--- config.mk ---
export PLATFORM = sky130hd
export DESIGN_NAME = display_scan_ctrl_flat
export DESIGN_NICKNAME = d
export VERILOG_FILES = /design/src/rtl/display_pkg.sv /design/src/rtl/display_scan_ctrl_if.sv /design/src/rtl/blink_timer.sv /design/src/rtl/display_scan_ctrl.sv /design/src/flat_wrapper.sv
export SDC_FILE = /design/constraint.sdc
export NUM_CORES = 1
export LEC_CHECK = 0
export ABC_AREA = 1
export ABC_CLOCK_PERIOD_IN_PS = 2600
export BUFFER_PORTS_ARGS = -buffer_cell sky130_fd_sc_hd__buf_2
export CAP_MARGIN = 20
export CORE_MARGIN = 10
export CORE_UTILIZATION = 40
export CTS_BUF_LIST = sky130_fd_sc_hd__clkbuf_16
export DETAILED_ROUTE_END_ITERATION = 12
export PLACE_DENSITY = 0.56
export SLEW_MARGIN = 20
export SYNTH_ARGS = -nofsm -noshare
export SYNTH_HDL_FRONTEND = slang
export SYNTH_SLANG_ARGS = --single-unit
--- constraint.sdc ---
create_clock -name clk -period 2.6 [get_ports clk]
set_clock_uncertainty 0.05 [all_clocks]
set_input_delay 0.13 -clock clk [delete_from_list [all_inputs] [get_ports clk]]
set_output_delay 0.13 -clock clk [all_outputs]
set_load 0.01 [all_outputs]
--- src/rtl/display_pkg.sv ---
// Shared types and defaults for the seven-segment display scanner.
// Holds digit count, select width, FSM state enum and default timing.
package display_pkg;

    localparam int NUM_DIGITS       = 8;
    localparam int SEL_W            = 3;

    localparam int DEF_DIV          = 100000;
    localparam int DEF_BLANK        = 5000;
    localparam int DEF_BLINK_FRAMES = 50;

    typedef enum logic [1:0] {
        IDLE = 2'd0,
        DEAD = 2'd1,
        SHOW = 2'd2
    } scan_state_t;

endpackage

--- src/rtl/display_scan_ctrl_if.sv ---
// Control/status bundle between the scanner and its user.
// enable, blink_mask in; select, blank, frame_done, blink_phase out.
interface display_scan_ctrl_if;
    import display_pkg::*;

    logic                  enable;
    logic [NUM_DIGITS-1:0] blink_mask;
    logic [SEL_W-1:0]      select;
    logic                  blank;
    logic                  frame_done;
    logic                  blink_phase;

    modport master (
        output enable, blink_mask,
        input  select, blank, frame_done, blink_phase
    );

    modport slave (
        input  enable, blink_mask,
        output select, blank, frame_done, blink_phase
    );

endinterface

--- src/rtl/blink_timer.sv ---
// Counts completed scan frames and toggles the blink phase.
// Ports: clk, rst, i_clr (clear count), i_tick (frame event), o_phase, o_phase_next.
module blink_timer
    import display_pkg::*;
#(
    parameter int BLINK_FRAMES = DEF_BLINK_FRAMES
) (
    input  logic clk,
    input  logic rst,
    input  logic i_clr,
    input  logic i_tick,
    output logic o_phase,
    output logic o_phase_next
);

    localparam int FCNT_W = (BLINK_FRAMES > 1) ? $clog2(BLINK_FRAMES) : 1;
    localparam logic [FCNT_W-1:0] FCNT_LAST = FCNT_W'(BLINK_FRAMES - 1);

    logic [FCNT_W-1:0] r_fcnt;
    logic [FCNT_W-1:0] w_fcnt_next;
    logic              r_phase;
    logic              w_wrap;

    assign w_wrap = i_tick && (r_fcnt == FCNT_LAST);

    always_comb begin
        w_fcnt_next = r_fcnt;
        if (i_clr) begin
            w_fcnt_next = '0;
        end else if (i_tick) begin
            w_fcnt_next = w_wrap ? '0 : r_fcnt + 1'b1;
        end
    end

    // Exposed so the parent can fold the new phase into blank on the same edge
    assign o_phase_next = r_phase ^ w_wrap;
    assign o_phase      = r_phase;

    always_ff @(posedge clk or posedge rst) begin
        if (rst) begin
            r_fcnt  <= '0;
            r_phase <= 1'b0;
        end else begin
            r_fcnt  <= w_fcnt_next;
            r_phase <= o_phase_next;
        end
    end

endmodule

--- src/rtl/display_scan_ctrl.sv ---
// 8-digit multiplexed display scanner: digit index, dead-time blanking, blink, frame pulse.
// Ports: clk, rst, bus (slave: enable, blink_mask -> select, blank, frame_done, blink_phase).
module display_scan_ctrl
    import display_pkg::*;
#(
    parameter int DIV          = DEF_DIV,
    parameter int BLANK        = DEF_BLANK,
    parameter int BLINK_FRAMES = DEF_BLINK_FRAMES
) (
    input  logic                clk,
    input  logic                rst,
    display_scan_ctrl_if.slave  bus
);

    localparam int CNT_W = $clog2(DIV);
    localparam logic [CNT_W-1:0] CNT_LAST = CNT_W'(DIV - 1);
    localparam logic [SEL_W-1:0] SEL_LAST = SEL_W'(NUM_DIGITS - 1);

    scan_state_t      r_state;
    scan_state_t      w_state_next;
    logic [CNT_W-1:0] r_cnt;
    logic [CNT_W-1:0] w_cnt_next;
    logic [SEL_W-1:0] r_sel;
    logic [SEL_W-1:0] w_sel_next;
    logic             r_blank;
    logic             w_blank_next;
    logic             r_frame;
    logic             w_frame_next;
    logic             w_slot_end;
    logic             w_in_dead;
    logic             w_phase;
    logic             w_phase_next;

    assign w_slot_end = (r_cnt == CNT_LAST);

    // Counters: cleared while disabled and on the IDLE->slot 0 start
    always_comb begin
        w_cnt_next   = '0;
        w_sel_next   = '0;
        w_frame_next = 1'b0;
        if (bus.enable && (r_state != IDLE)) begin
            w_cnt_next   = w_slot_end ? '0 : r_cnt + 1'b1;
            w_sel_next   = w_slot_end ? r_sel + 1'b1 : r_sel;
            w_frame_next = w_slot_end && (r_sel == SEL_LAST);
        end
    end

    // Zero dead time never enters DEAD; avoid a constant compare against 0
    generate
        if (BLANK > 0) begin : g_dead
            assign w_in_dead = (w_cnt_next < CNT_W'(BLANK));
        end else begin : g_no_dead
            assign w_in_dead = 1'b0;
        end
    endgenerate

    always_comb begin
        w_state_next = IDLE;
        if (bus.enable) begin
            w_state_next = w_in_dead ? DEAD : SHOW;
        end
        w_blank_next = (w_state_next != SHOW)
                     || (w_phase_next && bus.blink_mask[w_sel_next]);
    end

    blink_timer #(
        .BLINK_FRAMES (BLINK_FRAMES)
    ) u_blink (
        .clk          (clk),
        .rst          (rst),
        .i_clr        (!bus.enable),
        .i_tick       (w_frame_next),
        .o_phase      (w_phase),
        .o_phase_next (w_phase_next)
    );

    always_ff @(posedge clk or posedge rst) begin
        if (rst) begin
            r_state <= IDLE;
            r_cnt   <= '0;
            r_sel   <= '0;
            r_blank <= 1'b1;
            r_frame <= 1'b0;
        end else begin
            r_state <= w_state_next;
            r_cnt   <= w_cnt_next;
            r_sel   <= w_sel_next;
            r_blank <= w_blank_next;
            r_frame <= w_frame_next;
        end
    end

    assign bus.select      = r_sel;
    assign bus.blank       = r_blank;
    assign bus.frame_done  = r_frame;
    assign bus.blink_phase = w_phase;

endmodule

--- src/flat_wrapper.sv ---
// flat-port wrapper written by rule: the top's interface ports become plain ports
module display_scan_ctrl_flat import display_pkg::*;
#(
    parameter int DIV          = DEF_DIV,
    parameter int BLANK        = DEF_BLANK,
    parameter int BLINK_FRAMES = DEF_BLINK_FRAMES
)
  (clk, rst, bus_enable, bus_blink_mask, bus_select, bus_blank, bus_frame_done, bus_blink_phase);
  display_scan_ctrl_if bus_i ();
  input  logic clk;
  input  logic rst;
  input wire logic [$bits(bus_i.enable)-1:0] bus_enable;
  input wire logic [$bits(bus_i.blink_mask)-1:0] bus_blink_mask;
  output wire logic [$bits(bus_i.select)-1:0] bus_select;
  output wire logic [$bits(bus_i.blank)-1:0] bus_blank;
  output wire logic [$bits(bus_i.frame_done)-1:0] bus_frame_done;
  output wire logic [$bits(bus_i.blink_phase)-1:0] bus_blink_phase;
  assign bus_i.enable = bus_enable;
  assign bus_i.blink_mask = bus_blink_mask;
  assign bus_select = bus_i.select;
  assign bus_blank = bus_i.blank;
  assign bus_frame_done = bus_i.frame_done;
  assign bus_blink_phase = bus_i.blink_phase;
  display_scan_ctrl #(.DIV(DIV), .BLANK(BLANK), .BLINK_FRAMES(BLINK_FRAMES)) u_core (.clk(clk), .rst(rst), .bus(bus_i));
endmodule
==> summary.txt <==
STA
  – Fin crit period: 1970 ps
  – Unrepaired setup endpoints after global routing: no
  – Max Freq: 507 MHz
  – Actual transition at the worst max-transition pin: roughly 500 ps
  – Tightest slew margin relative to the limit: 0.667
  – Final setup TNS: 0 ps
  – Setup violators final: 0
  – Period Utilization, post-route: 0.759
  – Number of max-slew violations in the final report: 0
  – Setup slack of the critical path after layout: 626 ps
  – Hold Fails Final Rpt: 0

Die
  – Core box area: between 0.004 and 0.005 mm^2
  – Total Die Area: slightly below 0.008 mm^2
  – Overall die height: between 80 and 90 um
  – Die boundary width: 88.8 um
  – Initial cell density of the core: 0.423
  – Placement row count: 24
  – Boundary Pins: 17

Power
  – Leakage power figure: 1.21 nW
  – Worst voltage drop across the vdd grid: about 0.36 mV
  – Cell area power density: 530 mW/mm^2

Synthesis
  – Proportion of register bits with asynchronous set or reset after synthesis: 1.00
  – Cells taking the most area after synthesis: sky130_fd_sc_hd__dfrtp_1 40%, sky130_fd_sc_hd__nand2_1 12%, sky130_fd_sc_hd__inv_1 11%, sky130_fd_sc_hd__nand3_1 7.9%, sky130_fd_sc_hd__nor2_1 5.9%
  – Average footprint of a synthesized cell: 7.18 um^2
  – Net count of the mapped netlist: 280
  – Ranking of synthesized cells by instance count: 59 x sky130_fd_sc_hd__nand2_1, 53 x sky130_fd_sc_hd__inv_1, 30 x sky130_fd_sc_hd__dfrtp_1, 30 x sky130_fd_sc_hd__nand3_1, 30 x sky130_fd_sc_hd__nor2_1
  – Number of unique standard cell types used by synthesis: 26
  – Number of flops mapped to enable cells by yosys: 0
  – Number of warning messages in the yosys log: 0
  – Synthesized instance count: between 200 and 300
  – Top cell type by total area after synthesis: sky130_fd_sc_hd__dfrtp_1
  – Most used flip-flop cell after synthesis: sky130_fd_sc_hd__dfrtp_1
  – Post-synthesis cell area: 0.00189 mm^2
  – Cell with the most instances after synthesis: sky130_fd_sc_hd__nand2_1
  – Fraction of the yosys area taken by sequential cells: 0.410
  – Area share of the largest cell type after synthesis: 0.396
  – Flip-flop and latch count after synthesis: 31

CTS
  – Buffer count from post-CTS setup fixing: 0
  – Depth of the CTS H-tree: 2
  – Worst-Skew Late Latency: ~270 ps
  – CTS Buf Count: 5
  – Clock tree sinks: 31
  – Number of gates resized after cts: 0
  – CTS tree: built
  – Maximum buffer depth of the clock tree: 2
  – Clock-pin slew on the worst setup and hold paths: approximately 50 ps
  – CTS Root Cell: sky130_fd_sc_hd__clkbuf_16

Worst setup path
  – Standard cell with the maximum stage delay on the critical path: sky130_fd_sc_hd__dfrtp_1
  – CP Capture Type: register
  – Startpoint type of the worst setup path: register
  – WP data required: between 2000 and 3000 ps
  – Capture instance of the worst register-to-register path: u_core.r_state[0]$_DFF_PP0_
  – Setup slack, reg-to-reg: 630 ps
  – Library cell appearing most often on the critical path: sky130_fd_sc_hd__nand3_2
  – Peak fanout along the critical path: 9
  – Sequence of cells on the critical path: ha_1 -> nand3_2 -> nor2_1 -> nand3_2 -> nand2_4 -> inv_2 -> nand3_1 -> nand2_1 -> nor2_2 -> nand3_2 -> nor2_2
  – Category of the most critical setup path: reg2reg
  – Cell count of the worst reg-to-reg path: 11
  – Origin of the critical flop-to-flop path: u_core.r_cnt[0]$_DFF_PP0_
  – Worst stage delay on the critical path: 390 ps
  – Worst EP arrival: 2130 ps

Global route
  – Vias in the first global route: 1,600
  – Global-route wire length before repair: 7630 um
  – Overall Global Routing Usage: 0.124
  – Initial antenna violation count: 0
  – Maximum number of pins on one net before global-route repair: 32
  – Remaining global-route overflow: 0

Layout
  – Synth-to-layout area growth: 17.0%
  – Fill cells: 434
  – Fraction of layout cells with a size suffix above 1: 0.152
  – Post-layout net count: about 300
  – Non-Filler Cell Area, Final: 0.00222 mm^2
  – Antenna diode instance count: 0

Outcome
  – Status: finished, final reports clean

Worst hold path
  – WHS Endpoint: u_core.u_blink.r_fcnt[4]$_DFFE_PP0P_
  – Hold Crit Start: bus_enable
  – Number of cells on the worst hold path: 3
  – Path type of the worst min-delay path: in2reg

Route
  – Detailed-route via count: roughly 1,700
  – Detailed-routing iteration count for the pre-antenna-repair pass: 4
  – Starting DRC count in detailed routing: 176
  – Final WL: 4400 um
  – Residual DRC: 0
  – Average wire per standard cell: 12.9 um
  – Via-per-instance ratio: 4.89
  – Antenna Nets Post-Route: 0

Placement
  – Global placement routability congestion: ~0.86
  – Placement Setup Slack: 678 ps
  – Port buffer count: 16
  – Placed Instance Area: 0.00204 mm^2
  – HPWL after DPL: 3380 um

Job
  – Max-cap violations: 0
[repair_timing]
action | CTS | global route
hold endpoints to repair | 30 | 0
setup endpoints to repair | 0 | 0
hold buffers | 1 | 0
[layout by cell type (no fill, tap or decap), drive strengths merged]
master	netlist	routed
nand3	33	33
xor2	4	4
o21ai	8	8
clkinv	1	3
nand4	7	7
and3	1	1
nor3	7	7
dfstp	1	1
ha	5	5
nand2	60	60
nor2	38	38
o22ai	2	2
a21oi	2	2
xnor2	2	2
dlygate4sd3	0	1
bufinv	0	1
dfrtp	30	30
clkbuf	1	5
buf	0	17
nand3b	1	1
o21a	1	1
inv	56	56
o21bai	4	4
[worst max path at each step]
stage | start | end | slack (ps) | cells past startpoint
global route | u_core.r_cnt[5]$_DFF_PP0_ | u_core.bus.blank$_DFF_PP1_ | 440 | 10
CTS | u_core.r_cnt[0]$_DFF_PP0_ | u_core.r_state[0]$_DFF_PP0_ | 650 | 11
floorplan | u_core.r_cnt[0]$_DFF_PP0_ | u_core.r_state[0]$_DFF_PP0_ | 930 | 11
detailed placement | u_core.r_cnt[0]$_DFF_PP0_ | u_core.r_state[0]$_DFF_PP0_ | 680 | 11
global placement | u_core.r_state[1]$_DFF_PP0_ | u_core.u_blink.r_fcnt[4]$_DFFE_PP0P_ | 660 | 8
finish | u_core.r_cnt[0]$_DFF_PP0_ | u_core.r_state[0]$_DFF_PP0_ | 630 | 11
[stage by stage]
stage / instances / hold WS, ps / power (mW) / utilization
after detailed placement: 332 / 191 / 0.537 / 0.457
after global placement: 332 / 185 / 0.537 / 0.457
after floorplan: 264 / 183 / 0.521 / -
after CTS: 341 / 99.3 / 1.19 / 0.496
final: 341 / 101 / 1.17 / 0.496
after global routing: 341 / 128 / 1.22 / 0.496
[worst max-delay path, delay by kind of cell, from the launching register on]
kind                       cells  cell delay [ps]
and+or+nand+nor                9             1190
DFF                            1              390
adders and majority gates      1              220
buffers and inverters          1               70
[registers in the layout (all words and copies together), names as in the netlist]
signal,flops
u_core.r_cnt,17
u_core.bus.select,3
u_core.u_blink.r_fcnt,6
u_core.r_state,2
u_core.bus.blank,1
u_core.u_blink.o_phase,1
u_core.bus.frame_done,1
[final cells by class]
class / instances / area (um^2) / area share
clock buffer: 5 / 125 / 0.0564
clock inverter: 3 / 38.8 / 0.0175
inverter: 57 / 215 / 0.0971
multi-input combinational: 175 / 898 / 0.405
sequential: 31 / 777 / 0.350
tap: 52 / 65.1 / 0.0293
timing repair buffer: 18 / 97.6 / 0.0440
[report_power, final]
group          internal (mW)  switching [mW]  total, mW
combinational         0.0143          0.0279     0.0421
sequential             0.485         0.00165      0.487
clock                  0.446           0.199      0.645
[layer usage]
layer / GRT usage / up-vias / share of wire
li1: - / 870 / -
met1: 0.165 / 754 / 0.49
met2: 0.181 / 33 / 0.44
met3: 0.0340 / 9 / 0.044
met4: 0.0573 / 0 / 0.024
met5: 0 / - / 0
[kinds of logic after synthesis]
logic type | count (synthesis) | synth area share
compound gates | 17 | 0.0528
xor+xnor | 6 | 0.0277
fa+ha+maj | 5 | 0.0330
buf+inv | 58 | 0.116
flops | 31 | 0.410
simple gates | 147 | 0.361
Power figures use the tool's default switching activity.
